--- src/rtl/ps2_scan_rx_pkg.sv ---
// Shared types and constants for the PS/2 scan-code receiver.
// Holds the frame FSM states, the prefix scan codes and the key-word layout.
package ps2_pkg;

    typedef enum logic [1:0] {
        ST_IDLE   = 2'd0,
        ST_DATA   = 2'd1,
        ST_PARITY = 2'd2,
        ST_STOP   = 2'd3
    } ps2_state_e;

    localparam logic [7:0] SC_EXT   = 8'hE0;
    localparam logic [7:0] SC_BREAK = 8'hF0;

    typedef struct packed {
        logic       ext;
        logic       rel;
        logic [7:0] code;
    } key_word_t;

    localparam int unsigned KEY_W = $bits(key_word_t);

    // Odd parity: ones over data plus parity bit must be odd.
    function automatic logic odd_parity_ok(input logic [7:0] data, input logic par);
        return ^{data, par};
    endfunction

endpackage

--- src/rtl/ps2_scan_rx_if.sv ---
// Key-word output bus of the PS/2 receiver: valid/ready handshake plus occupancy.
interface ps2_scan_rx_if #(
    parameter int unsigned FIFO_DEPTH = 8
);
    localparam int unsigned CW = $clog2(FIFO_DEPTH) + 1;

    logic          out_ready;
    logic          out_valid;
    logic [7:0]    out_code;
    logic          out_ext;
    logic          out_release;
    logic [CW-1:0] fifo_count;

    modport master (
        input  out_ready,
        output out_valid, out_code, out_ext, out_release, fifo_count
    );

    modport slave (
        output out_ready,
        input  out_valid, out_code, out_ext, out_release, fifo_count
    );
endinterface

--- src/rtl/ps2_scan_rx_sync_fifo.sv ---
// Registered synchronous FIFO with occupancy count and overflow pulse.
// Head word is visible one cycle after the push (no fall-through).
module sync_fifo #(
    parameter int unsigned WIDTH = 10,
    parameter int unsigned DEPTH = 8
) (
    input  logic                     clk,
    input  logic                     rst,
    input  logic                     i_push,
    input  logic [WIDTH-1:0]         i_data,
    input  logic                     i_pop,
    output logic [WIDTH-1:0]         o_data,
    output logic                     o_valid,
    output logic [$clog2(DEPTH):0]   o_count,
    output logic                     o_overflow
);
    localparam int unsigned AW = $clog2(DEPTH);
    localparam int unsigned CW = AW + 1;

    logic [WIDTH-1:0] r_mem [DEPTH];
    logic [AW-1:0]    r_wr_ptr;
    logic [AW-1:0]    r_rd_ptr;
    logic [CW-1:0]    r_count;
    logic             r_valid;
    logic             r_ovf;

    logic             w_full;
    logic             w_pop;
    logic             w_wr;
    logic [CW-1:0]    w_count_nx;

    // A pop frees a slot in the same cycle, so push-while-full is legal then.
    always_comb begin
        w_full     = (r_count == CW'(DEPTH));
        w_pop      = i_pop && r_valid;
        w_wr       = i_push && (!w_full || w_pop);
        w_count_nx = r_count + CW'(w_wr) - CW'(w_pop);
    end

    always_ff @(posedge clk or posedge rst) begin
        if (rst) begin
            for (int i = 0; i < int'(DEPTH); i++) r_mem[i] <= '0;
            r_wr_ptr <= '0;
            r_rd_ptr <= '0;
            r_count  <= '0;
            r_valid  <= 1'b0;
            r_ovf    <= 1'b0;
        end else begin
            if (w_wr) begin
                r_mem[r_wr_ptr] <= i_data;
                r_wr_ptr        <= r_wr_ptr + AW'(1);
            end
            if (w_pop) r_rd_ptr <= r_rd_ptr + AW'(1);
            r_count <= w_count_nx;
            r_valid <= (w_count_nx != '0);
            r_ovf   <= i_push && w_full && !w_pop;
        end
    end

    assign o_data     = r_mem[r_rd_ptr];
    assign o_valid    = r_valid;
    assign o_count    = r_count;
    assign o_overflow = r_ovf;
endmodule

--- src/rtl/ps2_scan_rx.sv ---
// PS/2 keyboard receiver: synchronise and filter the device clock, deframe 11-bit
// frames, fold E0/F0 prefixes into key words and queue them in a FIFO.
module ps2_scan_rx
    import ps2_pkg::*;
#(
    parameter int unsigned FILTER_LEN     = 4,
    parameter int unsigned TIMEOUT_CYCLES = 50000,
    parameter int unsigned FIFO_DEPTH     = 8
) (
    input  logic          clk,
    input  logic          rst,
    input  logic          ps2_clk,
    input  logic          ps2_data,
    ps2_scan_rx_if.master kb,
    output logic          frame_err,
    output logic          overflow
);
    localparam int unsigned FCW = $clog2(FILTER_LEN + 1);
    localparam int unsigned TOW = $clog2(TIMEOUT_CYCLES + 1);
    localparam int unsigned CW  = $clog2(FIFO_DEPTH) + 1;

    logic [1:0]     r_clk_sync;
    logic [1:0]     r_dat_sync;
    logic           r_filt;
    logic [FCW-1:0] r_flt_cnt;
    logic           r_sample;

    ps2_state_e     r_state,  w_state_nx;
    logic [7:0]     r_shift,  w_shift_nx;
    logic [2:0]     r_bit,    w_bit_nx;
    logic           r_par,    w_par_nx;
    logic [TOW-1:0] r_to,     w_to_nx;
    logic           r_acc,    w_acc_nx;
    logic           w_err_nx;
    logic           w_data;

    logic           r_ext_pend;
    logic           r_rel_pend;
    logic           w_push;
    key_word_t      w_word;
    key_word_t      w_head;
    logic           w_valid;
    logic [CW-1:0]  w_count;
    logic           w_ovf;

    always_ff @(posedge clk or posedge rst) begin
        if (rst) begin
            r_clk_sync <= 2'b11;
            r_dat_sync <= 2'b11;
        end else begin
            r_clk_sync <= {r_clk_sync[0], ps2_clk};
            r_dat_sync <= {r_dat_sync[0], ps2_data};
        end
    end

    // Filtered level flips after FILTER_LEN consecutive differing samples; 1->0 strobes r_sample.
    always_ff @(posedge clk or posedge rst) begin
        if (rst) begin
            r_filt    <= 1'b1;
            r_flt_cnt <= '0;
            r_sample  <= 1'b0;
        end else begin
            r_sample <= 1'b0;
            if (r_clk_sync[1] == r_filt) begin
                r_flt_cnt <= '0;
            end else if (r_flt_cnt == FCW'(FILTER_LEN - 1)) begin
                r_filt    <= r_clk_sync[1];
                r_flt_cnt <= '0;
                r_sample  <= r_filt;
            end else begin
                r_flt_cnt <= r_flt_cnt + FCW'(1);
            end
        end
    end

    assign w_data = r_dat_sync[1];

    always_ff @(posedge clk or posedge rst) begin
        if (rst) begin
            r_state   <= ST_IDLE;
            r_shift   <= '0;
            r_bit     <= '0;
            r_par     <= 1'b0;
            r_to      <= '0;
            r_acc     <= 1'b0;
            frame_err <= 1'b0;
        end else begin
            r_state   <= w_state_nx;
            r_shift   <= w_shift_nx;
            r_bit     <= w_bit_nx;
            r_par     <= w_par_nx;
            r_to      <= w_to_nx;
            r_acc     <= w_acc_nx;
            frame_err <= w_err_nx;
        end
    end

    always_comb begin
        w_state_nx = r_state;
        w_shift_nx = r_shift;
        w_bit_nx   = r_bit;
        w_par_nx   = r_par;
        w_to_nx    = r_to;
        w_acc_nx   = 1'b0;
        w_err_nx   = 1'b0;

        // Inter-edge watchdog: only armed while a frame is in progress.
        if (r_sample) begin
            w_to_nx = '0;
        end else if (r_state != ST_IDLE) begin
            if (r_to == TOW'(TIMEOUT_CYCLES - 1)) begin
                w_state_nx = ST_IDLE;
                w_err_nx   = 1'b1;
                w_to_nx    = '0;
            end else begin
                w_to_nx = r_to + TOW'(1);
            end
        end

        if (r_sample) begin
            unique case (r_state)
                ST_IDLE: begin
                    if (!w_data) begin
                        w_state_nx = ST_DATA;
                        w_bit_nx   = '0;
                    end
                end
                ST_DATA: begin
                    w_shift_nx = {w_data, r_shift[7:1]};
                    if (r_bit == 3'd7) w_state_nx = ST_PARITY;
                    else               w_bit_nx   = r_bit + 3'd1;
                end
                ST_PARITY: begin
                    w_par_nx   = w_data;
                    w_state_nx = ST_STOP;
                end
                ST_STOP: begin
                    if (w_data && odd_parity_ok(r_shift, r_par)) w_acc_nx = 1'b1;
                    else                                          w_err_nx = 1'b1;
                    w_state_nx = ST_IDLE;
                end
                default: w_state_nx = ST_IDLE;
            endcase
        end
    end

    // r_shift keeps the accepted byte until the next frame's first data bit.
    always_comb begin
        w_push      = r_acc && (r_shift != SC_EXT) && (r_shift != SC_BREAK);
        w_word.ext  = r_ext_pend;
        w_word.rel  = r_rel_pend;
        w_word.code = r_shift;
    end

    always_ff @(posedge clk or posedge rst) begin
        if (rst) begin
            r_ext_pend <= 1'b0;
            r_rel_pend <= 1'b0;
        end else if (w_err_nx) begin
            r_ext_pend <= 1'b0;
            r_rel_pend <= 1'b0;
        end else if (r_acc) begin
            if (r_shift == SC_EXT) begin
                r_ext_pend <= 1'b1;
            end else if (r_shift == SC_BREAK) begin
                r_rel_pend <= 1'b1;
            end else begin
                r_ext_pend <= 1'b0;
                r_rel_pend <= 1'b0;
            end
        end
    end

    sync_fifo #(
        .WIDTH (KEY_W),
        .DEPTH (FIFO_DEPTH)
    ) u_fifo (
        .clk        (clk),
        .rst        (rst),
        .i_push     (w_push),
        .i_data     (w_word),
        .i_pop      (kb.out_ready),
        .o_data     (w_head),
        .o_valid    (w_valid),
        .o_count    (w_count),
        .o_overflow (w_ovf)
    );

    assign kb.out_valid   = w_valid;
    assign kb.out_code    = w_head.code;
    assign kb.out_ext     = w_head.ext;
    assign kb.out_release = w_head.rel;
    assign kb.fifo_count  = w_count;
    assign overflow       = w_ovf;
endmodule
--- src/flat_wrapper.sv ---
// flat-port wrapper written by rule: the top's interface ports become plain ports
module ps2_scan_rx_flat import ps2_pkg::*;
#(
    parameter int unsigned FILTER_LEN     = 4,
    parameter int unsigned TIMEOUT_CYCLES = 50000,
    parameter int unsigned FIFO_DEPTH     = 8
)
  (clk, rst, ps2_clk, ps2_data, frame_err, overflow, kb_out_ready, kb_out_valid, kb_out_code, kb_out_ext, kb_out_release, kb_fifo_count);
  ps2_scan_rx_if #(.FIFO_DEPTH(FIFO_DEPTH)) kb_i ();
  input  logic clk;
  input  logic rst;
  input  logic ps2_clk;
  input  logic ps2_data;
  output logic frame_err;
  output logic overflow;
  input wire logic [$bits(kb_i.out_ready)-1:0] kb_out_ready;
  output wire logic [$bits(kb_i.out_valid)-1:0] kb_out_valid;
  output wire logic [$bits(kb_i.out_code)-1:0] kb_out_code;
  output wire logic [$bits(kb_i.out_ext)-1:0] kb_out_ext;
  output wire logic [$bits(kb_i.out_release)-1:0] kb_out_release;
  output wire logic [$bits(kb_i.fifo_count)-1:0] kb_fifo_count;
  assign kb_i.out_ready = kb_out_ready;
  assign kb_out_valid = kb_i.out_valid;
  assign kb_out_code = kb_i.out_code;
  assign kb_out_ext = kb_i.out_ext;
  assign kb_out_release = kb_i.out_release;
  assign kb_fifo_count = kb_i.fifo_count;
  ps2_scan_rx #(.FILTER_LEN(FILTER_LEN), .TIMEOUT_CYCLES(TIMEOUT_CYCLES), .FIFO_DEPTH(FIFO_DEPTH)) u_core (.clk(clk), .rst(rst), .ps2_clk(ps2_clk), .ps2_data(ps2_data), .kb(kb_i), .frame_err(frame_err), .overflow(overflow));
endmodule
--- config.mk ---
export PLATFORM = sky130hd
export DESIGN_NAME = ps2_scan_rx_flat
export DESIGN_NICKNAME = d
export VERILOG_FILES = /design/src/rtl/ps2_scan_rx_pkg.sv /design/src/rtl/ps2_scan_rx_if.sv /design/src/rtl/ps2_scan_rx_sync_fifo.sv /design/src/rtl/ps2_scan_rx.sv /design/src/flat_wrapper.sv
export SDC_FILE = /design/constraint.sdc
export NUM_CORES = 1
export LEC_CHECK = 0
export BUFFER_PORTS_ARGS = -buffer_cell sky130_fd_sc_hd__buf_2
export CAP_MARGIN = 15
export CORE_ASPECT_RATIO = 1.1
export CORE_MARGIN = 2
export CORE_UTILIZATION = 30
export CTS_CLUSTER_DIAMETER = 200
export CTS_CLUSTER_SIZE = 14
export DETAILED_ROUTE_END_ITERATION = 10
export PLACE_DENSITY = 0.45
export SLEW_MARGIN = 20
export SYNTH_ARGS = -nofsm -noshare
export SYNTH_HDL_FRONTEND = slang
export SYNTH_HIERARCHICAL = 1
export SYNTH_SLANG_ARGS = --single-unit
export TNS_END_PERCENT = 100
--- constraint.sdc ---
create_clock -name clk -period 6.78 [get_ports clk]
set_clock_uncertainty 0.15 [all_clocks]
set_input_delay 0.678 -clock clk [delete_from_list [all_inputs] [get_ports clk]]
set_output_delay 0.678 -clock clk [all_outputs]
set_load 0.05 [all_outputs]
# Yosys cells after proc, flatten, opt, wreduce, memory -nomap -nowiden
# Cells that the tools add are included.
# classes
addsub	7
order_cmp	3
eq_ne	16
muxes	40
bitwise	3
n_reduce_logical	24
# op_table
operator	count
$bwmux 80	1
$mux 16	3
$bmux 10 s3	1
$demux 10 s3	1
$mux 10	3
$mux 1	19
$add 16x1->16 const B	1
$eq 16x16->1 const B	1
$eq 8x8->1 const B	2
$ne 8x8->1 const B	2
$add 3x1->3 const B	4
$mux 2	6
$mux 3	4
$reduce_and 2->1	5
$reduce_xor 9->1	1
$ge 4x4->1 const B	2
$logic_and 1x1->1	8
$not 3->4	2
$pmux 2 s4	1
$reduce_bool 2->1	4
$pmux 3 s2	1
$add 4x1->4	1
$eq 2x2->1 const B	2
$eq 4x4->1 const B	1
15 further kinds	17
# totals
regBits	135
in_bits	5
out_inout_bits	17
word_cells	120

# Longest topological paths before layout
# depth
depth_word	9
mapped_depth	10
ltp_nobuf	10

# By module
# Netlist, hierarchy kept.
# by_module_without_submodules
mod	instances	cells_each	area_each_um2	seq_area_each_um2
sync_fifo	1	256	4287.9	2302.2
ps2_scan_rx	1	189	2054.5	1082.3

# Worst setup path after synthesis
# Ideal clock, no wire load.
# synth_path
path_kind	reg2reg
start	reg u_core.r_shift[3]
end	reg u_core.u_fifo.r_valid (netlist: u_core/u_fifo/o_valid)
setup_time_ps	133
t_arrival_ps	2682
t_required_ps	6497
path_slack_ps	3815
stages_incl_launch_ff	10
path_buffers	0
synth_period_minus_slack_ps	2965
cell_sequence	dfrtp_1 > nand4b_1 > o41ai_1 > inv_1 > or2_2 > a21bo_2 > ha_1 > fa_1 > nor4b_1 > mux2i_1
# synth_between
elab_chain_cells	7
elab_cells_between_ends	8
cone_classes	2 x add/sub; 2 x eq/ne; 4 x reduce/logical
# synth_lines
element	line	source
start: declaration	ps2_scan_rx.sv:29	logic [7:0] r_shift, w_shift_nx;
start signal: assignment	ps2_scan_rx.sv:89	r_shift <= w_shift_nx;
$ne 8x8->1	ps2_scan_rx.sv:149	w_push = r_acc && (r_shift != SC_EXT) && (r_shift != SC_BREAK);
$logic_and 1x1->1	ps2_scan_rx.sv:149	
$logic_and 1x1->1 (*)	ps2_scan_rx.sv:149	
named net u_core.w_push	ps2_scan_rx.sv:39	logic w_push;
$logic_and 1x1->1 (*)	ps2_scan_rx_sync_fifo.sv:36	w_wr = i_push && (!w_full || w_pop);
$add 4x1->4 (*)	ps2_scan_rx_sync_fifo.sv:37	w_count_nx = r_count + CW'(w_wr) - CW'(w_pop);
$sub 4x1->4 (*)	ps2_scan_rx_sync_fifo.sv:37	
named net u_core.u_fifo.w_count_nx[1]	ps2_scan_rx_sync_fifo.sv:30	logic [CW-1:0] w_count_nx;
$reduce_bool 4->1 (*)	ps2_scan_rx_sync_fifo.sv:55	r_valid <= (w_count_nx != '0);
end signal: assignment	ps2_scan_rx_sync_fifo.sv:55	
end: declaration	ps2_scan_rx_sync_fifo.sv:24	logic r_valid;
# Mark *: on every way through the listed nets, which the timed path passes. The rest lies on a longest branch.
# A chain may end at the register's enable or synchronous reset.

# Worst setup path in the final report
# layout_path
start	reg u_core.u_fifo.r_rd_ptr[0]
end	out kb_out_code[6]
# layout_between
elab_chain_cells	4
# layout_lines
element	line	source
start: declaration	ps2_scan_rx_sync_fifo.sv:22	logic [AW-1:0] r_rd_ptr;
start signal: assignment	ps2_scan_rx_sync_fifo.sv:53	if (w_pop) r_rd_ptr <= r_rd_ptr + AW'(1);
$not 3->4 (implied by the code)	ps2_scan_rx_sync_fifo.sv:60	assign o_data = r_mem[r_rd_ptr];
$bmux 10 s3	ps2_scan_rx_sync_fifo.sv:60	
$mux 10 (implied by the code) (2 in a row)	ps2_scan_rx_sync_fifo.sv:60	
end: declaration	flat_wrapper.sv:18	output wire logic [$bits(kb_i.out_code)-1:0] kb_out_code;
# Every way passes these cells. The select of a mux whose other input is x is not followed.

==> summary.txt <==
Worst setup path
  – Arrival time at the worst endpoint: 2.68 ns
  – Endpoint class of the critical path: primary output
  – Worst setup SP type: flip-flop
  – Worst Path Max Fanout: 12
  – Type of the worst setup path: flip-flop to primary output
  – Worst Path Required: 5.95 ns

Synth
  – Mux contribution to synthesized area: 25.7%
  – Post-synthesis simple-gate area fraction: under 10%
  – Seq/Total Area, Yosys: around 53%
  – Synth warnings: 6
  – Synth top area cells: dfrtp_1 51%, mux2_2 18%, mux4_2 7.1%
  – Compound-gate portion of the synthesized area: 6.06%
  – Top cells by count, synth: 130 x dfrtp_1, 102 x mux2_2, 22 x nand2_1
  – Top cell type's share of synthesized area: 51.3%
  – Mapped Area: 6340 sq um
  – Most common cell in the netlist: dfrtp_1
  – Syn_nets: 461
  – Predominant post-synthesis flop cell: dfrtp_1
  – Synth Area in XOR/XNOR: 3.39%
  – Post-synth EDFFs: 0
  – Async SR Flop Fraction: 100%
  – Syn_area_per_cell: 14.3 sq um
  – Flops & latches, synth: ~140
  – Adder-Cell Fraction of Synth Area: 2.29%
  – Synth cell types: 57
  – Largest family of logic cells by synthesized area: multiplexers
  – Synthesized instance count: ~450
  – Synth area leader: dfrtp_1

Finish
  – Final core utilization: 35.3%
  – Post-route cell area: 7280 sq um
  – Diodes inserted: 0
  – Fillers: 2013
  – Nets: 492
  – FF+latch area: about 3400 sq um
  – Area of the multi-input gates: roughly 2900 sq um
  – Layout cells sized above 1: 40.5%
  – Area Overhead vs Synth: 14.8%

Power
  – Pwr dens: just over 300 nW/um^2
  – Leak: 3.37 nW
  – Worst vdd ir: between 0.00015 and 0.0002 V

STA
  – Final setup fails: 0
  – Final Max Slew Viols: 0
  – Fin Setup TNS: 0 ns
  – Final worst-path cycle share: 51.8%
  – RSZ-0062 raised after global routing: no
  – Final min period: 3.51 ns
  – Achievable clock frequency: roughly 0.28 GHz
  – Slew HR: 34.1%
  – Tightest Pin Transition: 0.985 ns
  – Hold Fails Final Rpt: 0

Floorplan
  – # IOs: 22
  – Chip width: 143 um
  – Die Span Y: ~160 um
  – Initial cell density of the core: 30.7%
  – Core area: 20600 sq um
  – Die ar.: 22300 sq um
  – Row count: 55

Global route
  – Antenna violations before repair: 0
  – Total track usage: 13.3%
  – Remaining global-route overflow: 0
  – First-pass GRT wire length: ~22 mm
  – Largest net degree at the start of global routing: 56
  – Number of global-route vias before repair: 3868

Clock tree
  – Clock buffer depth: 2
  – Clk_lat worst skew: roughly 0.4 ns
  – H-tree Lvls: 4
  – CTS buffer count: 17
  – CTS sink count: 135
  – Worst-path clk slew: 0.06 ns
  – CTS tree: done
  – CTS Hold Bufs: 0
  – Post-CTS sizing: 0
  – Root Buffer: clkbuf_16
  – Post-CTS setup buffer count: 0

Place
  – Routability Congestion: roughly 0.7
  – Post-detailed-placement half-perimeter wirelength: ~8.6 mm
  – Number of port buffers: 21
  – Placed cell area: 6730 sq um

Routing
  – 1st-iter DRT viols: 193
  – Via Count: 3697
  – Via/cell ratio: between 4 and 5
  – DR pass1 iterations: 4
  – Final wirelength: 13.7 mm
  – DRC violations left: 0
  – Per-cell routed wire length: 18.3 um
  – Antenna Nets Post-Route: 0

Outcome
  – Outcome: complete, no violations

Run
  – Maxcap violations: 0

Min path
  – Hold crit path type: primary input to async pin
## per-stage QoR
step           hold WS [ns]  worst slack, ns  total power [mW]  instances
2_1_floorplan         0.195             3.56              1.26        445
3_3_place_gp          0.200             3.35              1.36        713
4_1_cts               0.188             3.17              2.25        745
5_1_grt               0.192             3.06              2.33        745
3_5_place_dp          0.198             3.27              1.37        713
6_report              0.206             3.27              2.21        745
## path summary, 6_finish.rpt
| kind | from | end | slack [ns] | cells past startpoint |
|---|---|---|---|---|
| min in group clk | u_core/r_clk_sync[0]$_DFF_PP1_ | u_core/r_clk_sync[1]$_DFF_PP1_ | 0.21 | 0 |
| worst min-delay path | rst | u_core/u_fifo/r_mem[79]$_DFFE_PP0P_ | 0.21 | 2 |
| worst max register to register | u_core/r_shift[5]$_DFFE_PP0P_ | u_core/u_fifo/o_valid$_DFF_PP0_ | 3.31 | 9 |
| worst max-delay path | u_core/u_fifo/r_rd_ptr[0]$_DFFE_PP0N_ | kb_out_code[6] | 3.27 | 4 |
| max in group asynchronous | rst | u_core/u_fifo/r_mem[2]$_DFFE_PP0P_ | 5.12 | 3 |
| worst min register to register | u_core/r_clk_sync[0]$_DFF_PP1_ | u_core/r_clk_sync[1]$_DFF_PP1_ | 0.21 | 0 |
## routing by layer
metal | part of all wire [%] | GRT usage, %
met5 | 0 | 0
met3 | 3.2 | 3.30
met1 | 47 | 17.9
met2 | 49 | 21.4
met4 | 0.85 | 3.96
## kinds of logic (layout without fill, tap and decap cells)
kind of cell | after synthesis | count (layout)
and+or+nand+nor | 88 | 88
DFF | 135 | 135
muxes | 125 | 125
AOI/OAI and AO/OA | 42 | 42
adders and majority gates | 11 | 11
xor gates and xnor gates | 23 | 23
buffers and inverters | 21 | 65
## where the power goes
part	switching (mW)	total (mW)	internal (mW)
Combinational	0.249	0.412	0.163
Sequential	0.0807	0.936	0.855
Clock	0.332	0.863	0.531
Total	0.662	2.21	1.55
## final cells by class
| class | instances | share of cell area [%] |
|---|---|---|
| Clock buffer | 24 | 6.61 |
| Clock inverter | 8 | 0.996 |
| Inverter | 8 | 0.429 |
| Multi-Input combinational cell | 289 | 39.2 |
| Sequential cell | 135 | 46.5 |
| Tap cell | 256 | 4.40 |
| Timing Repair Buffer | 25 | 1.86 |
## worst max-delay path, cell delays in order, from the launching register on
cell	delay [ns]
dfrtp_1	0.83
buf_4	0.40
mux4_2	0.53
mux2_2	0.29
buf_2	0.21
## registers in the layout (all words and copies together) (netlist names), 2 cells and up
| register | flops |
|---|---|
| u_core/r_flt_cnt | 3 |
| u_core/r_shift | 8 |
| u_core/u_fifo/o_count | 4 |
| u_core/u_fifo/r_mem | 80 |
| u_core/r_to | 16 |
| u_core/r_dat_sync | 2 |
| u_core/r_state | 2 |
| u_core/r_bit | 3 |
| u_core/r_clk_sync | 2 |
| u_core/u_fifo/r_wr_ptr | 3 |
| u_core/u_fifo/r_rd_ptr | 3 |
## layout by cell type, fill, tap and decap left out, types with 5 or more instances in the layout
master	n
dfstp_2	5
mux4_2	20
and3_1	5
xor2_1	7
xnor2_1	15
a211oi_4	6
nor2_1	17
nand4_1	5
nor3_1	5
dfrtp_1	130
buf_2	21
inv_1	6
clkbuf_16	17
ha_1	10
mux2_2	102
nand3_1	8
nand2_1	22
nor2b_1	5
clkinv_2	5
o21ai_0	7
(Power assumes the default switching activity.)
